--- src/rtl/djpeg_stream_ctrl.sv ---
// Purpose: fetch one compressed JPEG word stream from memory and feed it to aq_djpeg through a small FIFO, then report completion.
// Latency: first mem_req two cycles after start, first word at the decoder one cycle after its mem_ack; done one cycle after the decoder returns to idle.
// Backpressure: fetches stop while the FIFO is full; dec_data_read low simply holds the FIFO head.

// Small generic FIFO with synchronous flush; a push when full and a pop when empty are ignored.
module djpeg_fifo #(
    parameter int W    = 32,
    parameter int LOG2 = 2
) (
    input  logic         clk,
    input  logic         rst,
    input  logic         flush,
    input  logic         wr_vld,
    input  logic [W-1:0] wr_dat,
    input  logic         rd_vld,
    output logic [W-1:0] rd_dat,
    output logic         full,
    output logic         empty
);
    localparam int DEPTH = 1 << LOG2;

    logic [W-1:0]    mem [DEPTH];
    logic [LOG2-1:0] wr_ptr;
    logic [LOG2-1:0] rd_ptr;
    logic [LOG2:0]   count;
    logic            do_wr;
    logic            do_rd;

    // count never exceeds DEPTH, so its top bit alone marks full
    assign full   = count[LOG2];
    assign empty  = (count == '0);
    assign do_wr  = wr_vld && !full;
    assign do_rd  = rd_vld && !empty;
    assign rd_dat = mem[rd_ptr];

    // pointer and occupancy bookkeeping
    always_ff @(posedge clk) begin
        if (rst || flush) begin
            wr_ptr <= '0;
            rd_ptr <= '0;
            count  <= '0;
        end else begin
            if (do_wr) wr_ptr <= wr_ptr + LOG2'(1);
            if (do_rd) rd_ptr <= rd_ptr + LOG2'(1);
            if (do_wr && !do_rd)      count <= count + (LOG2+1)'(1);
            else if (!do_wr && do_rd) count <= count - (LOG2+1)'(1);
        end
    end

    // storage array, no reset needed
    always_ff @(posedge clk) begin
        if (do_wr) mem[wr_ptr] <= wr_dat;
    end
endmodule

module djpeg_stream_ctrl #(
    parameter int ADDR_W    = 24,
    parameter int LEN_W     = 20,
    parameter int FIFO_LOG2 = 2,
    parameter int TIMEOUT   = 1000000
) (
    input  logic              clk,
    input  logic              rst,
    input  logic              start,
    input  logic [ADDR_W-1:0] base_addr,
    input  logic [LEN_W-1:0]  len_words,
    output logic              busy,
    output logic              done,
    output logic              error,
    output logic [LEN_W-1:0]  words_used,
    output logic              mem_req,
    output logic [ADDR_W-1:0] mem_addr,
    input  logic              mem_ack,
    input  logic [31:0]       mem_rdata,
    output logic [31:0]       dec_data,
    output logic              dec_data_en,
    input  logic              dec_data_read,
    input  logic              dec_idle
);
    localparam int TO_W = $clog2(TIMEOUT + 1);

    typedef enum logic [1:0] {IDLE, STREAM, DRAIN, FINISH} state_t;

    state_t            state_q;
    state_t            state_d;
    logic [LEN_W-1:0]  len_q;
    logic [LEN_W-1:0]  fetched_q;
    logic [TO_W-1:0]   stall_q;
    logic              seen_active_q;
    logic              dec_idle_q;
    logic              mem_req_d;
    logic              timeout_hit;
    logic              start_ok;
    logic              push;
    logic              pop;
    logic              progress;
    logic              finish_ok;
    logic              timed_out;
    logic              fifo_full;
    logic              fifo_empty;

    assign start_ok    = (state_q == IDLE) && start;
    assign busy        = (state_q == STREAM) || (state_q == DRAIN);
    assign done        = (state_q == FINISH);
    // mem_req is only ever high in STREAM, so an ack outside a live request is dropped
    assign push        = mem_req && mem_ack && (state_q == STREAM);
    assign dec_data_en = busy && !fifo_empty;
    assign pop         = dec_data_en && dec_data_read;
    assign progress    = push || pop || (dec_idle != dec_idle_q);
    // the decoder must have been seen working before idle means end-of-image
    assign finish_ok   = seen_active_q && dec_idle;
    assign timed_out   = (stall_q == TO_W'(TIMEOUT - 1)) && !progress;

    djpeg_fifo #(.W(32), .LOG2(FIFO_LOG2)) u_fifo (
        .clk    (clk),
        .rst    (rst),
        .flush  (done),
        .wr_vld (push),
        .wr_dat (mem_rdata),
        .rd_vld (pop),
        .rd_dat (dec_data),
        .full   (fifo_full),
        .empty  (fifo_empty)
    );

    // state register
    always_ff @(posedge clk) begin
        if (rst) state_q <= IDLE;
        else     state_q <= state_d;
    end

    // next state, timeout flag and next request
    always_comb begin
        state_d     = state_q;
        timeout_hit = 1'b0;
        mem_req_d   = 1'b0;
        case (state_q)
            IDLE: begin
                if (start) state_d = (len_words != '0) ? STREAM : FINISH;
            end
            STREAM: begin
                if (finish_ok) begin
                    state_d = FINISH;
                end else if (timed_out) begin
                    state_d     = FINISH;
                    timeout_hit = 1'b1;
                end else if ((fetched_q == len_q) && !mem_req) begin
                    state_d = DRAIN;
                end
            end
            DRAIN: begin
                if (finish_ok) begin
                    state_d = FINISH;
                end else if (timed_out) begin
                    state_d     = FINISH;
                    timeout_hit = 1'b1;
                end
            end
            FINISH:  state_d = IDLE;
            default: state_d = IDLE;
        endcase
        // one outstanding request; a new one only starts the cycle after an ack
        if ((state_q == STREAM) && (state_d == STREAM)) begin
            if (mem_req) mem_req_d = !mem_ack;
            else         mem_req_d = (fetched_q < len_q) && !fifo_full;
        end
    end

    // datapath: address, counters, status and stall watchdog
    always_ff @(posedge clk) begin
        if (rst) begin
            mem_req       <= 1'b0;
            mem_addr      <= '0;
            len_q         <= '0;
            fetched_q     <= '0;
            words_used    <= '0;
            error         <= 1'b0;
            seen_active_q <= 1'b0;
            dec_idle_q    <= 1'b1;
            stall_q       <= '0;
        end else begin
            mem_req    <= mem_req_d;
            dec_idle_q <= dec_idle;
            if (start_ok) begin
                mem_addr      <= base_addr;
                len_q         <= len_words;
                fetched_q     <= '0;
                words_used    <= '0;
                error         <= (len_words == '0);
                seen_active_q <= 1'b0;
                stall_q       <= '0;
            end else begin
                if (push) begin
                    mem_addr  <= mem_addr + ADDR_W'(1);
                    fetched_q <= fetched_q + LEN_W'(1);
                end
                if (pop)                words_used    <= words_used + LEN_W'(1);
                if (busy && !dec_idle)  seen_active_q <= 1'b1;
                if (timeout_hit)        error         <= 1'b1;
                if (!busy || progress)  stall_q       <= '0;
                else                    stall_q       <= stall_q + TO_W'(1);
            end
        end
    end
endmodule

--- config.mk ---
export PLATFORM = sky130hd
export DESIGN_NAME = djpeg_stream_ctrl
export DESIGN_NICKNAME = d
export VERILOG_FILES = /design/src/rtl/djpeg_stream_ctrl.sv
export SDC_FILE = /design/constraint.sdc
export NUM_CORES = 1
export LEC_CHECK = 0
export ABC_AREA = 1
export CAP_MARGIN = 20
export CELL_PAD_IN_SITES_DETAIL_PLACEMENT = 1
export CELL_PAD_IN_SITES_GLOBAL_PLACEMENT = 1
export CORE_MARGIN = 5
export CORE_UTILIZATION = 35
export DETAILED_ROUTE_END_ITERATION = 7
export PLACE_DENSITY = 0.8
export SYNTH_ARGS = -nofsm -noshare
export SYNTH_HDL_FRONTEND = slang
export SYNTH_SLANG_ARGS = --single-unit
--- constraint.sdc ---
create_clock -name clk -period 2.7 [get_ports clk]
set_clock_uncertainty 0.05 [all_clocks]
set_input_delay 0.405 -clock clk [delete_from_list [all_inputs] [get_ports clk]]
set_output_delay 0.405 -clock clk [all_outputs]
set_load 0.02 [all_outputs]
==> metrics.md <==
| Metric | Value |
|---|---|
| Max H-tree Level | `1` |
| Pwr Density | `~600 mW/mm²` |
| Leakage | `slightly above 5 nW` |
| I/O Buffers | `162` |
| Largest net degree at the start of global routing | `81` |
| Top Ports | `163` |
| Fin crit share | `a little over nine tenths` |
| Max stage delay on crit path | `0.64 ns` |
| Crit path DAT | `approximately 2.1 ns` |
| Crit. End Element | `output pin` |
| Worst setup SP type | `flop` |
| Root Buffer | `clkbuf_16` |
| Vias | `9,471` |
| Initial drt markers | `495` |
| Max Buffers Root-to-Sink | `3` |
| Post-synth top area share | `34.1%` |
| Final Setup Violations | `0` |
| RSZ-0062 raised after global routing | `no` |
| Critical path type | `flop to output pin` |
| Core Region | `approximately 0.032 mm²` |
| Tot GR Track Use | `17.6%` |
| CP max stage cell | `clkdlybuf4s50_1` |
| Worst EP required | `between 2 and 2.5 ns` |
| Commonest cells post-synth | `nand2_1 (194), nor2_1 (164), inv_1 (132)` |
| Post-CTS setup buffers | `0` |
| Tot Pwr | `around 0.0086 W` |
| EDFF count, synth | `128` |
| Post-Place Setup Slack | `0.227 ns` |
| Top Layer Used | `met4` |
| Synthesized Nets | `approximately 1,400` |
| CTS sink cnt | `247` |
| First-pass GRT wire length | `about 52,000 µm` |
| CP Cell Sequence | `inv_1 > ha_2 > clkdlybuf4s50_1` |
| Die ar. | `0.0359 mm²` |
| Clk_lat worst skew | `0.56 ns` |
| Syn Area/Cell | `8.94 µm²` |
| Metal2 WL | `16,500 µm` |
| Final worst slack | `0.129 ns` |
| CTS buffer count | `28` |
| Total wire length | `between 30,000 and 40,000 µm` |
| Synth Cell Area | `0.0113 mm²` |
| GRT overflow | `0` |
| Drt pass-1 iters | `5` |
| Async SR Flop Fraction | `0%` |
| CTS tree | `done` |
| Die H | `~190 µm` |
| Ys flop type | `edfxtp_1` |
| Die Wd | `189 µm` |
| Register bit count reported by yosys | `between 200 and 250` |
| Synth warnings | `0` |
| P&R area growth vs syn | `27.9%` |
| DRT antenna net count | `0` |
| Fillers | `3,617` |
| Largest area contributor in the netlist | `edfxtp_1` |
| GPL Wtd Cong | `around 0.8` |
| Vias in the first global route | `10,100` |
| Layout cells sized above 1 | `under 10%` |
| Status | `finished clean` |
| Met3 routed WL | `between 1000 and 1500 µm` |
| F_max | `just under 400 MHz` |
| Slew Viols, Final | `0` |
| Clock Pin Slew Worst Setup and Hold Paths | `around 0.060 ns` |
| Top cells by area, synth | `edfxtp_1 (34%), dfxtp_1 (21%), nand2_1 (6.5%)` |
| Initial antenna violation count | `0` |
| Post-route DRC | `0` |
| Number of max-cap violations | `0` |
| Most common cell in the netlist | `nand2_1` |
| Met1 WL | `roughly 14,000 µm` |
| Hold slack | `0.398 ns` |
| Via density per instance | `approximately 5.1` |
| Synth Instances | `between 1,000 and 1,500` |
| Rows | `65` |
| Hold Buf Count CTS | `0` |
| Distinct cells, synth | `47` |
| Finished Core Util | `between 40 and 50%` |
| Peak supply drop | `438 µV` |
| Nets | `about 1,600` |
| Initial Util | `35.6%` |
| Detail Placement HPWL | `22,100 µm` |
| HP Class | `flop to flop` |
| Post-synthesis sequential area ratio | `a little under three fifths` |
| Drt wl/cell | `17.5 µm` |
| Worst Max-Slew Pin Slew | `between 0.7 and 0.8 ns` |
| Min cycle time layout | `2.57 ns` |
| CP max FO | `6` |
| Hold Vio Cnt, Final | `0` |
| Fin Setup TNS | `0 ns` |
| Worst relative slew slack | `between 40% and 50%` |
| Antenna diodes | `0` |
-- kinds of logic after synthesis --
| kind of cell | count (synthesis) | share of synthesized area [%] |
|---|---|---|
| AOI/OAI and AO/OA | 276 | 13.2 |
| xor gates and xnor gates | 22 | 1.71 |
| adders and majority gates | 35 | 3.95 |
| buffers and inverters | 182 | 6.20 |
| DFF | 247 | 55.3 |
| and+or+nand+nor | 498 | 19.7 |
-- critical path: cells and delay by family (launching register included) --
kind	cells	cell delay (ns)
fa+ha+maj	1	0.43
flops	1	0.39
buf+inv	2	0.76
-- per-stage QoR --
step / area [µm²] / cells
floorplan: 11300 / 1260
global placement: 13500 / 1806
detailed placement: 13500 / 1806
CTS: 14400 / 1857
global route: 14400 / 1857
finish: 14400 / 1857
-- what timing repair did --
| action | in CTS | in global routing |
|---|---|---|
| resized for setup | 36 | 0 |
| setup endpoints to repair | 33 | 0 |
| hold endpoints to repair | 0 | 0 |
-- report_power, final --
part           leakage (nW)  switching [W]  internal, W
clock                 0.441        0.00156      0.00219
combinational          2.63       0.000417     0.000317
sequential             2.12      0.0000639      0.00401
total                  5.19        0.00204      0.00652
-- sequential cells by signal, indices dropped and copies added (netlist names), named ones only --
name and cells:
len_q 20, state_q 2, words_used 20, mem_req 1
error 1, u_fifo.mem 128, dec_idle_q 1, seen_active_q 1
stall_q 20, u_fifo.rd_ptr 2, fetched_q 20, u_fifo.count 3
mem_addr 24, u_fifo.wr_ptr 2
-- path summary, 6_finish.rpt --
kind	startpoint	endpoint	slack [ns]	cells past startpoint
max	state_q[1]	busy	0.13	3
min	stall_q[0]	stall_q[0]	0.40	1
max reg2reg	state_q[1]	u_fifo.count[2]	0.48	11
min reg2reg	stall_q[0]	stall_q[0]	0.40	1
-- layer usage --
layer | track usage (%) | up-vias
li1 | - | 4624
met4 | 4.01 | 0
met3 | 2.97 | 46
met2 | 32.2 | 182
met1 | 21.8 | 4619
met5 | 0 | -
-- area by class of cell --
| cell class | count | area, µm² | share of cell area [%] |
|---|---|---|---|
| tap | 402 | 503 | 3.49 |
| inverter | 135 | 507 | 3.52 |
| sequential | 247 | 6230 | 43.2 |
| clock inverter | 16 | 174 | 1.21 |
| timing repair buffer | 192 | 1920 | 13.3 |
| clock buffer | 34 | 723 | 5.02 |
| multi-input combinational | 831 | 4350 | 30.2 |
-- placed cells by master (no fill, tap or decap), types with 4 or more instances in the layout --
cell type / instances
a211oi_1: 5
a21oi_1: 93
a31oi_1: 6
buf_12: 7
buf_4: 22
clkbuf_1: 6
clkbuf_16: 28
clkdlybuf4s50_1: 129
clkinv_1: 6
clkinv_2: 7
dfxtp_1: 118
dlygate4sd2_1: 33
edfxtp_1: 128
ha_1: 33
inv_1: 132
nand2_1: 194
nand2_2: 7
nand3_1: 36
nand3_2: 4
nand3b_1: 4
nand4_1: 19
nor2_1: 160
nor2_2: 12
nor2_4: 5
nor3_1: 34
o211ai_1: 7
o21ai_0: 122
o22ai_1: 32
or2_2: 8
xnor2_1: 8
xor2_1: 14
Power figures use the tool's default switching activity.
